===== src/rtl/mesh_terminal_port.sv =====
// mesh_terminal_port
// ------------------
// Terminal-side endpoint for one mesh_gnrtr interface.
//
// TX path: user packets (tx_valid/tx_ready) are formatted into the mesh
// packet layout and buffered in a FIFO. The head of the FIFO is presented to
// the mesh on data_out_i_in with pndng_i_in flagging non-empty; the mesh
// consumes the head by pulsing popin.
//
// RX path: when the mesh raises pndng, a four-state FSM issues a single pop
// pulse, captures data_out, checks the destination against MY_ROW/MY_COL,
// waits one guard cycle so the mesh can update pndng, then holds the packet
// on rx_data/rx_valid until the user accepts it with rx_ready.
//
// Handshakes: a transfer happens on a rising clk edge where the offering
// side's valid and the receiving side's ready are both high. tx_valid may be
// held across cycles; rx_valid stays high until rx_ready is seen at an edge.
//
// Packet layout (MSB first):
//   [pckg_sz-1 -: 8]  nxt_jmp (broadcast value or 8'h00)
//   [pckg_sz-9 -: 4]  row
//   [pckg_sz-13 -: 4] col
//   [pckg_sz-17]      mode
//   [pckg_sz-18:0]    payload
//
// Ports:
//   clk, reset                       clock, synchronous active-low reset
//   tx_valid/tx_ready                user TX handshake
//   tx_bcast/tx_row/tx_col/tx_mode/tx_payload   TX packet fields
//   data_out_i_in/pndng_i_in/popin   TX FIFO head toward the mesh
//   data_out/pndng/pop               packet from the mesh and consume pulse
//   rx_valid/rx_ready/rx_data        user RX handshake and captured packet
//   rx_misroute                      captured packet not addressed here
//   tx_cnt/rx_cnt/err_cnt            saturating 16-bit statistics
module mesh_terminal_port #(
    parameter int unsigned pckg_sz    = 40,
    parameter int unsigned fifo_depth = 16,
    parameter logic [3:0]  MY_ROW     = 4'd1,
    parameter logic [3:0]  MY_COL     = 4'd1,
    parameter logic [7:0]  broadcast  = 8'hFF
) (
    input  logic               clk,
    input  logic               reset,
    // user TX side
    input  logic               tx_valid,
    output logic               tx_ready,
    input  logic               tx_bcast,
    input  logic [3:0]         tx_row,
    input  logic [3:0]         tx_col,
    input  logic               tx_mode,
    input  logic [pckg_sz-18:0] tx_payload,
    // mesh side of the TX FIFO
    output logic [pckg_sz-1:0] data_out_i_in,
    output logic               pndng_i_in,
    input  logic               popin,
    // mesh delivery toward this terminal
    input  logic [pckg_sz-1:0] data_out,
    input  logic               pndng,
    output logic               pop,
    // user RX side
    output logic               rx_valid,
    input  logic               rx_ready,
    output logic [pckg_sz-1:0] rx_data,
    output logic               rx_misroute,
    // statistics
    output logic [15:0]        tx_cnt,
    output logic [15:0]        rx_cnt,
    output logic [15:0]        err_cnt
);

    localparam int unsigned AW = $clog2(fifo_depth);
    localparam logic [AW:0] DEPTH_C = (AW+1)'(fifo_depth);

    // Saturating add used by all three statistics counters.
    function automatic logic [15:0] sat_add(input logic [15:0] v, input logic [1:0] inc);
        logic [16:0] s;
        s = {1'b0, v} + {15'b0, inc};
        return s[16] ? 16'hFFFF : s[15:0];
    endfunction

    // ------------------------------------------------------------------
    // TX FIFO
    // ------------------------------------------------------------------
    logic [pckg_sz-1:0] mem_q [fifo_depth];
    logic [AW-1:0]      wr_ptr_q, rd_ptr_q;
    logic [AW:0]        occ_q;

    logic               fifo_full, fifo_empty;
    logic               tx_push, tx_pop, tx_underflow;
    logic [pckg_sz-1:0] tx_pkt;

    assign fifo_full    = (occ_q == DEPTH_C);
    assign fifo_empty   = (occ_q == '0);
    // Push is gated by full only, so a pop in the full cycle cannot admit
    // a push until the following cycle.
    assign tx_push      = tx_valid && !fifo_full;
    assign tx_pop       = popin && !fifo_empty;
    assign tx_underflow = popin && fifo_empty;

    assign tx_pkt = {(tx_bcast ? broadcast : 8'h00), tx_row, tx_col, tx_mode, tx_payload};

    assign tx_ready      = !fifo_full;
    assign pndng_i_in    = !fifo_empty;
    assign data_out_i_in = fifo_empty ? '0 : mem_q[rd_ptr_q];

    // Storage needs no reset: an empty FIFO never exposes its contents.
    always_ff @(posedge clk) begin
        if (tx_push) begin
            mem_q[wr_ptr_q] <= tx_pkt;
        end
    end

    always_ff @(posedge clk) begin
        if (!reset) begin
            wr_ptr_q <= '0;
            rd_ptr_q <= '0;
            occ_q    <= '0;
        end else begin
            if (tx_push) wr_ptr_q <= wr_ptr_q + AW'(1);
            if (tx_pop)  rd_ptr_q <= rd_ptr_q + AW'(1);
            case ({tx_push, tx_pop})
                2'b10:   occ_q <= occ_q + 1'b1;
                2'b01:   occ_q <= occ_q - 1'b1;
                default: occ_q <= occ_q;
            endcase
        end
    end

    // ------------------------------------------------------------------
    // RX FSM
    // ------------------------------------------------------------------
    typedef enum logic [1:0] {
        RX_IDLE = 2'd0,
        RX_POP  = 2'd1,
        RX_GAP  = 2'd2,
        RX_HOLD = 2'd3
    } rx_state_e;

    rx_state_e rx_state_q, rx_state_d;
    logic      rx_capture;

    always_ff @(posedge clk) begin
        if (!reset) begin
            rx_state_q <= RX_IDLE;
        end else begin
            rx_state_q <= rx_state_d;
        end
    end

    always_comb begin
        rx_state_d = rx_state_q;
        pop        = 1'b0;
        rx_valid   = 1'b0;
        rx_capture = 1'b0;
        case (rx_state_q)
            RX_IDLE: begin
                if (pndng) rx_state_d = RX_POP;
            end
            RX_POP: begin
                pop        = 1'b1;
                rx_capture = 1'b1;
                rx_state_d = RX_GAP;
            end
            // Guard cycle: the mesh sees pop at the end of RX_POP and needs
            // one cycle before its pndng reflects the next packet.
            RX_GAP: begin
                rx_state_d = RX_HOLD;
            end
            RX_HOLD: begin
                rx_valid = 1'b1;
                if (rx_ready) rx_state_d = RX_IDLE;
            end
            default: rx_state_d = RX_IDLE;
        endcase
    end

    // Destination check of the packet currently offered by the mesh.
    logic [7:0] in_jmp;
    logic [3:0] in_row, in_col;
    logic       in_misroute;

    assign in_jmp      = data_out[pckg_sz-1 -: 8];
    assign in_row      = data_out[pckg_sz-9 -: 4];
    assign in_col      = data_out[pckg_sz-13 -: 4];
    assign in_misroute = (in_jmp != broadcast) && ((in_row != MY_ROW) || (in_col != MY_COL));

    // ------------------------------------------------------------------
    // Captured packet and statistics
    // ------------------------------------------------------------------
    logic [pckg_sz-1:0] rx_data_q;
    logic               rx_mis_q;
    logic [15:0]        tx_cnt_q, rx_cnt_q, err_cnt_q;
    logic [1:0]         err_inc;

    // Misroute and underflow are independent sources; both can land in
    // the same cycle.
    assign err_inc = {1'b0, rx_capture && in_misroute} + {1'b0, tx_underflow};

    always_ff @(posedge clk) begin
        if (!reset) begin
            rx_data_q <= '0;
            rx_mis_q  <= 1'b0;
            tx_cnt_q  <= '0;
            rx_cnt_q  <= '0;
            err_cnt_q <= '0;
        end else begin
            if (rx_capture) begin
                rx_data_q <= data_out;
                rx_mis_q  <= in_misroute;
                rx_cnt_q  <= sat_add(rx_cnt_q, 2'd1);
            end
            if (tx_pop) tx_cnt_q <= sat_add(tx_cnt_q, 2'd1);
            err_cnt_q <= sat_add(err_cnt_q, err_inc);
        end
    end

    assign rx_data     = rx_data_q;
    assign rx_misroute = rx_mis_q;
    assign tx_cnt      = tx_cnt_q;
    assign rx_cnt      = rx_cnt_q;
    assign err_cnt     = err_cnt_q;

endmodule


===== config.mk =====
export PLATFORM = sky130hd
export DESIGN_NAME = mesh_terminal_port
export DESIGN_NICKNAME = d
export VERILOG_FILES = /design/src/rtl/mesh_terminal_port.sv
export SDC_FILE = /design/constraint.sdc
export NUM_CORES = 1
export LEC_CHECK = 0
export ABC_AREA = 0
export CORE_MARGIN = 2
export CORE_UTILIZATION = 30
export CTS_CLUSTER_DIAMETER = 120
export DETAILED_ROUTE_END_ITERATION = 8
export MAX_ROUTING_LAYER = met4
export SLEW_MARGIN = 20
export SYNTH_ARGS = -nofsm -noshare
export SYNTH_HDL_FRONTEND = slang
export SYNTH_SLANG_ARGS = --single-unit

===== constraint.sdc =====
create_clock -name clk -period 6.9 [get_ports clk]
set_input_delay 1.035 -clock clk [delete_from_list [all_inputs] [get_ports clk]]
set_output_delay 1.035 -clock clk [all_outputs]
set_load 0.02 [all_outputs]

==> metrics, run 1 <==
Worst Path Arrival 3720 ps; setup violation total in the final timing report 0; Vias/cell a little under 5; MaxCap Viol Count 0; Post-synth EDFFs 528; H-tree levels 3; layout cells sized above 1 0.1786; worst endpoint required time 5860 ps; Peak supply drop 0.0002219 V; Critical Path Fanout Max 33; largest net degree at the start of global routing 73; min-delay worst type reg -> reg; io pins 212; Root Buffer clkbuf_16; Layout Cells excl Fill ~2700; final period utilization 0.6895; CP Cell Sequence or4_4 > nor2_1 > or2_2 > buf_4 > o22ai_1 > clkdlybuf4s50_1; ys async rst share 0; Pwr Density 352.0 mW/mm²; Final Cell Area 0.03059 mm²; Clock transition at path regs 60 ps; Finished Core Util 0.3726; startpoint type of the worst setup path flip-flop; min cycle time layout 4758 ps; total power 10.77 mW; fmax roughly 210 MHz; Initial Util 0.3027; clock buffer depth 3; Overflow after GRT 0; Clock Latency Late Sink 600 ps; cells after synthesis around 1300; Max-Slew Margin vs Limit 0.2650; Setup crit start occ_q[0]; Slew Limit Fails 0; antenna violations before repair 9; die height 291.8 µm; number of routed nets with antenna violations 0; Layout area overhead 23.08%; initial drt markers about 900; Synth Area per Inst 18.48 µm²; commonest non-fill, non-tap cell in the layout edfxtp_1; DR vias ~13000; Setup CP Type reg -> out; Synth Flop Type edfxtp_1; gpl congestion 0.8042; GRT Overall Usage 0.1395; Post-CTS Setup Inserts 0; DP HPWL approximately 32 mm; sequential element share of the synthesized area 0.7249; clock skew between 15 and 20 ps; worst r2r src rx_state_q[1]; DP Area 0.02829 mm²; per-cell routed wire length approximately 21 µm; Placed Cells about 2600; post-synth cell types 57; Setup crit end kind output port; crit path max-delay cell type or4_4; endpoints failing hold 0; Resized cells post-CTS 0; Leak Pwr ~9.5 nW; number of port buffers 211; hold_buf cts 0; DIE AREA 0.08517 mm²; cts bufs inserted just over 70; row count 105; #FFs+latches synth 636; DIE WIDTH 291.8 µm; yosys warns 0; Largest stage delay, worst path 680 ps; Syn Nets 1442; Post-Syn Area 0.02486 mm²; CTS Sinks approximately 640; first-pass GRT wire length 86.88 mm; Fin Setup TNS 0 ps; Routed WL 57.97 mm; status finished, final reports clean; DRC 0; CTS tree yes; RSZ-0062 raised after global routing false; hold path start rx_misroute; Pre-antenna DRT Iters 4; nets ~1700; Worst-Margin Slew 1103 ps; vias in the first global route 13870; core box area 0.08211 mm²; most frequent cells in the layout 528 x edfxtp_1, 211 x clkdlybuf4s50_1, 132 x mux4_2
==> synthesized netlist by cell type (3+ instances only) <==
| library cell | count | area [µm²] |
|---|---|---|
| a21o_1 | 3 | 22.52 |
| a21oi_1 | 35 | 175.2 |
| a31oi_1 | 8 | 50.05 |
| and3_1 | 7 | 43.79 |
| and4_1 | 8 | 70.07 |
| buf_1 | 7 | 26.28 |
| buf_2 | 23 | 115.1 |
| buf_4 | 7 | 52.55 |
| clkbuf_1 | 42 | 157.7 |
| dfxtp_1 | 108 | 2162 |
| edfxtp_1 | 528 | 15860 |
| ha_1 | 16 | 200.2 |
| inv_1 | 18 | 67.56 |
| mux2i_1 | 116 | 1161 |
| mux4_2 | 132 | 2973 |
| nand2_1 | 27 | 101.4 |
| nand2b_1 | 3 | 18.77 |
| nand3_1 | 16 | 80.08 |
| nand4_1 | 17 | 106.4 |
| nor2_1 | 77 | 289.0 |
| nor3_1 | 13 | 65.06 |
| nor4_1 | 5 | 31.28 |
| o211ai_1 | 6 | 45.04 |
| o21a_1 | 5 | 37.54 |
| o21ai_0 | 9 | 45.04 |
| o22ai_1 | 33 | 206.5 |
| o31ai_1 | 3 | 22.52 |
| or2_2 | 3 | 18.77 |
| or3_1 | 4 | 25.02 |
| or4_1 | 3 | 22.52 |
| xnor2_1 | 12 | 105.1 |
| xor2_1 | 18 | 157.7 |
==> power by group <==
| part | internal (mW) | switching, mW | total (mW) |
|---|---|---|---|
| registers | 4.35 | 0.172 | 4.52 |
| clock network | 2.16 | 1.52 | 3.68 |
| logic | 1.17 | 1.39 | 2.56 |
==> area by class of cell <==
| class | count | area (µm²) |
|---|---|---|
| Inverter | 18 | 67.56 |
| Antenna cell | 8 | 20.02 |
| Clock inverter | 46 | 430.4 |
| Tap cell | 1070 | 1339 |
| Timing Repair Buffer | 236 | 2325 |
| Fill cell | 7529 | 51520 |
| Sequential cell | 636 | 18030 |
| Clock buffer | 82 | 1849 |
| Multi-Input combinational cell | 611 | 6531 |
==> critical path, delay by kind of cell, from the launching register on <==
kind / cells / cell delay, ps
AND/OR/NAND/NOR: 3 / 1190
flip-flops: 1 / 370
AO/OA/AOI/OAI: 1 / 400
buffers and inverters: 2 / 1140
==> kinds of logic (layout without fill, tap and decap cells) <==
| group | Yosys count | in the layout | synth area share |
|---|---|---|---|
| and+or+nand+nor | 194 | 194 | 0.03876 |
| xor gates and xnor gates | 30 | 30 | 0.01057 |
| buffers and inverters | 98 | 382 | 0.01732 |
| other | 0 | 8 | 0 |
| muxes | 248 | 248 | 0.1663 |
| adders and majority gates | 18 | 18 | 0.009665 |
| DFF | 636 | 636 | 0.7249 |
| AOI/OAI and AO/OA | 121 | 121 | 0.03247 |
==> path summary, 6_finish.rpt <==
check / end / slack (ps) / cells after the start
setup / recovery: data_out_i_in[39] / 2140 / 6
hold / removal: rx_misroute / 490 / 2
setup reg to reg: err_cnt[13] / 3320 / 11
hold reg to reg: rx_misroute / 490 / 2
==> registers in the layout (all words and copies together), names as in the netlist, named ones only <==
register     cells
err_cnt         16
mem_q          528
occ_q            5
rd_ptr_q         4
rx_cnt          16
rx_data         40
rx_misroute      1
rx_state_q       2
tx_cnt          16
wr_ptr_q         4
==> per-stage QoR <==
stage	setup slack [ps]	hold WS [ps]
global placement	2736	466.9
global route	1942	527.7
detailed placement	2670	478.5
finish	2142	488.4
floorplan	2578	492.6
CTS	2008	494.0
==> routing by layer <==
metal	wire length, µm	share of wire	vias to the layer above	global-route usage
met4	1397	0.024	0	0.04413
met5	0	0	-	-
li1	-	-	5877	-
met1	24660	0.43	6876	0.1720
met3	3010	0.052	107	0.02923
met2	28910	0.50	360	0.2303
(Power assumes the default switching activity.)
==> run 2, diff against run 1 <==
- clock period: 6.9 -> 4 ns (I/O delays scaled with it)
==> run 2 against run 1 <==
  * Count of clock-buffer cells in the layout increased by 12
  * Sequential share of layout area decreased by 0.41 points
  * Combinational power increased by 82%
  * Utilization increased by 0.26 points
  * Register-to-register slack got worse by 2700 ps
  * Cell count increased by 0.63%
  * Global-route usage increased by 0.059 points
  * Design area increased by 0.71%
  * Highest routed layer unchanged
  * Clock power increased by 72%
  * Flip-flop and latch count unchanged
  * Clock skew decreased by 2.4 ps
==> metrics, run 2 (synthesis results as in run 1) <==
Setup crit end kind output port; status finished, final reports clean; CP Buf/Inv Count 2; vias in the first global route 13890; DRC 0; Root Buffer clkbuf_16; clock skew ~14 ps; reg2reg path depth 10; Routed WL roughly 58 mm; endpoints failing hold 0; Setup crit start occ_q[0]; WP depth 6; GRT Overall Usage 0.1401; DIE WIDTH between 200 and 300 µm; Top Family by Delay on Critical Path simple AND/OR/NAND/NOR gates; io pins around 210; Layout fillers 7448; Vias/cell 4.847; CTS Sinks 636; min cycle time layout ~3800 ps; crit path max-delay cell type or4_4; layout cells sized above 1 0.1883; reg-to-reg endpoint err_cnt[13]; first-pass GRT wire length 87.55 mm; DIE AREA 0.08517 mm²; cts bufs inserted 70; nets between 1500 and 2000; Psw 5.318 mW; Top reg by flops mem_q; clock buffer depth 3; Slew Limit Fails 0; gpl congestion approximately 0.81; Setup CP Type reg -> out; startpoint type of the worst setup path flip-flop; final period utilization 0.9478; max reg flops 528; antenna violations before repair 9; Sequential Power Share 0.412; commonest non-fill, non-tap cell in the layout edfxtp_1; Layout area overhead 23.95%; Clock Latency Late Sink 610 ps; Worst Path Arrival 3190 ps; DP HPWL 33.86 mm; number of routed nets with antenna violations 0; worst setup slack after layout between 200 and 250 ps; CP Cell Sequence or4_4 > nor2_1 > or2_4 > buf_12 > o22ai_1 > clkdlybuf4s50_1; Fin Setup TNS 0 ps; largest net degree at the start of global routing 60; Leak Pwr 9.596 nW; pre-CTS setup slack between 400 and 500 ps; Overflow after GRT 0; met2 GRT Util 0.2267; Pwr Density 607.5 mW/mm²; row count approximately 110; reg2reg setup slack ~590 ps; Clock transition at path regs 50 ps; GRT met3 Usage 0.03631; number of port buffers 211; most frequent cells in the layout 528 x edfxtp_1, 211 x clkdlybuf4s50_1, 132 x mux4_2; die height about 290 µm; Worst-Margin Slew 1019 ps; CTS tree yes; Critical Path Fanout Max 16; initial drt markers around 1000; Comb pwr share 0.250; Largest stage delay, worst path 670 ps; min-delay worst type reg -> reg; H-tree levels 3; worst r2r src occ_q[0]; RSZ-0062 raised after global routing false; GRT Max-Usage Layer met2; fmax approximately 260 MHz; Net Sw Frac 0.2842; Pre-antenna DRT Iters 4; Max-Slew Margin vs Limit 0.3180; worst endpoint required time 3400 ps; MaxCap Viol Count 0; core box area roughly 0.082 mm²; DR vias around 13000; met1 Use GR 0.1758; setup violation total in the final timing report 0; per-cell routed wire length roughly 21 µm; internal power 13.40 mW; Clock Power Share 0.338; Peak supply drop 0.0003873 V; Initial Util 0.3027; hold_buf cts 0; end point of the critical path data_out_i_in[3]
==> run 2: routing by layer <==
layer,vias up,part of all wire,wire (µm)
met5,-,0,0
met4,0,0.021,1185
met3,86,0.057,3311
met2,359,0.50,28720
met1,6851,0.42,24550
li1,5907,-,-
==> run 2: timing repair <==
item | in CTS | in global routing
buffers inserted | 0 | 2
pin swaps | 0 | 1
endpoints found under the setup margin | 27 | 11
gates resized for setup | 1 | 2
==> run 2: power by group through the flow <==
stage                     Combinational [mW]  Sequential (mW)  Clock, mW
final                                   4.67             7.71       6.33
after global routing                    5.03             7.75       6.74
after CTS                               4.71             7.72       6.49
after detailed placement                4.68             7.85          0
after global placement                  4.63             7.83          0
after floorplan                         2.69             7.94          0
==> run 2: worst min path at each step <==
stage,from,endpoint,slack (ps),cells after the start
final,rx_misroute,rx_misroute,490,2
after detailed placement,rx_misroute,rx_misroute,480,2
after floorplan,occ_q[3],occ_q[3],490,2
after global routing,rx_misroute,rx_misroute,520,2
after CTS,rx_misroute,rx_misroute,490,2
after global placement,rx_misroute,rx_misroute,470,2
==> run 2: worst register-to-register path, delay by kind of cell (launching register included) <==
family | cells | cell delay (ps)
simple gates | 6 | 1960
buf+inv | 1 | 90
compound gates | 1 | 280
fa+ha+maj | 2 | 650
flops | 1 | 360
==> run 2: final cells by class <==
cell class              count  area [µm²]  share of cell area
clock inverters            34       366.6             0.01190
inverters                  18       67.56            0.002193
clock buffers              94        1904             0.06181
repair buffers            253        2547             0.08269
flip-flops and latches    636       18030              0.5852
diodes                      8       20.02           0.0006498
well taps                1070        1339             0.04346
multi-input cells         611        6534              0.2121
==> run 2: stage by stage <==
step                      hold WS [ps]  total power, mW  std cells  utilization  area [µm²]
after floorplan                  492.6            10.62       1345            -       24860
after global placement           465.2            12.46       2586       0.3468       28480
after detailed placement         479.7            12.53       2586       0.3468       28480
after CTS                        491.6            18.91       2714       0.3745       30750
after global routing             519.7            19.53       2724       0.3752       30810
final                            489.2            18.71       2724       0.3752       30810
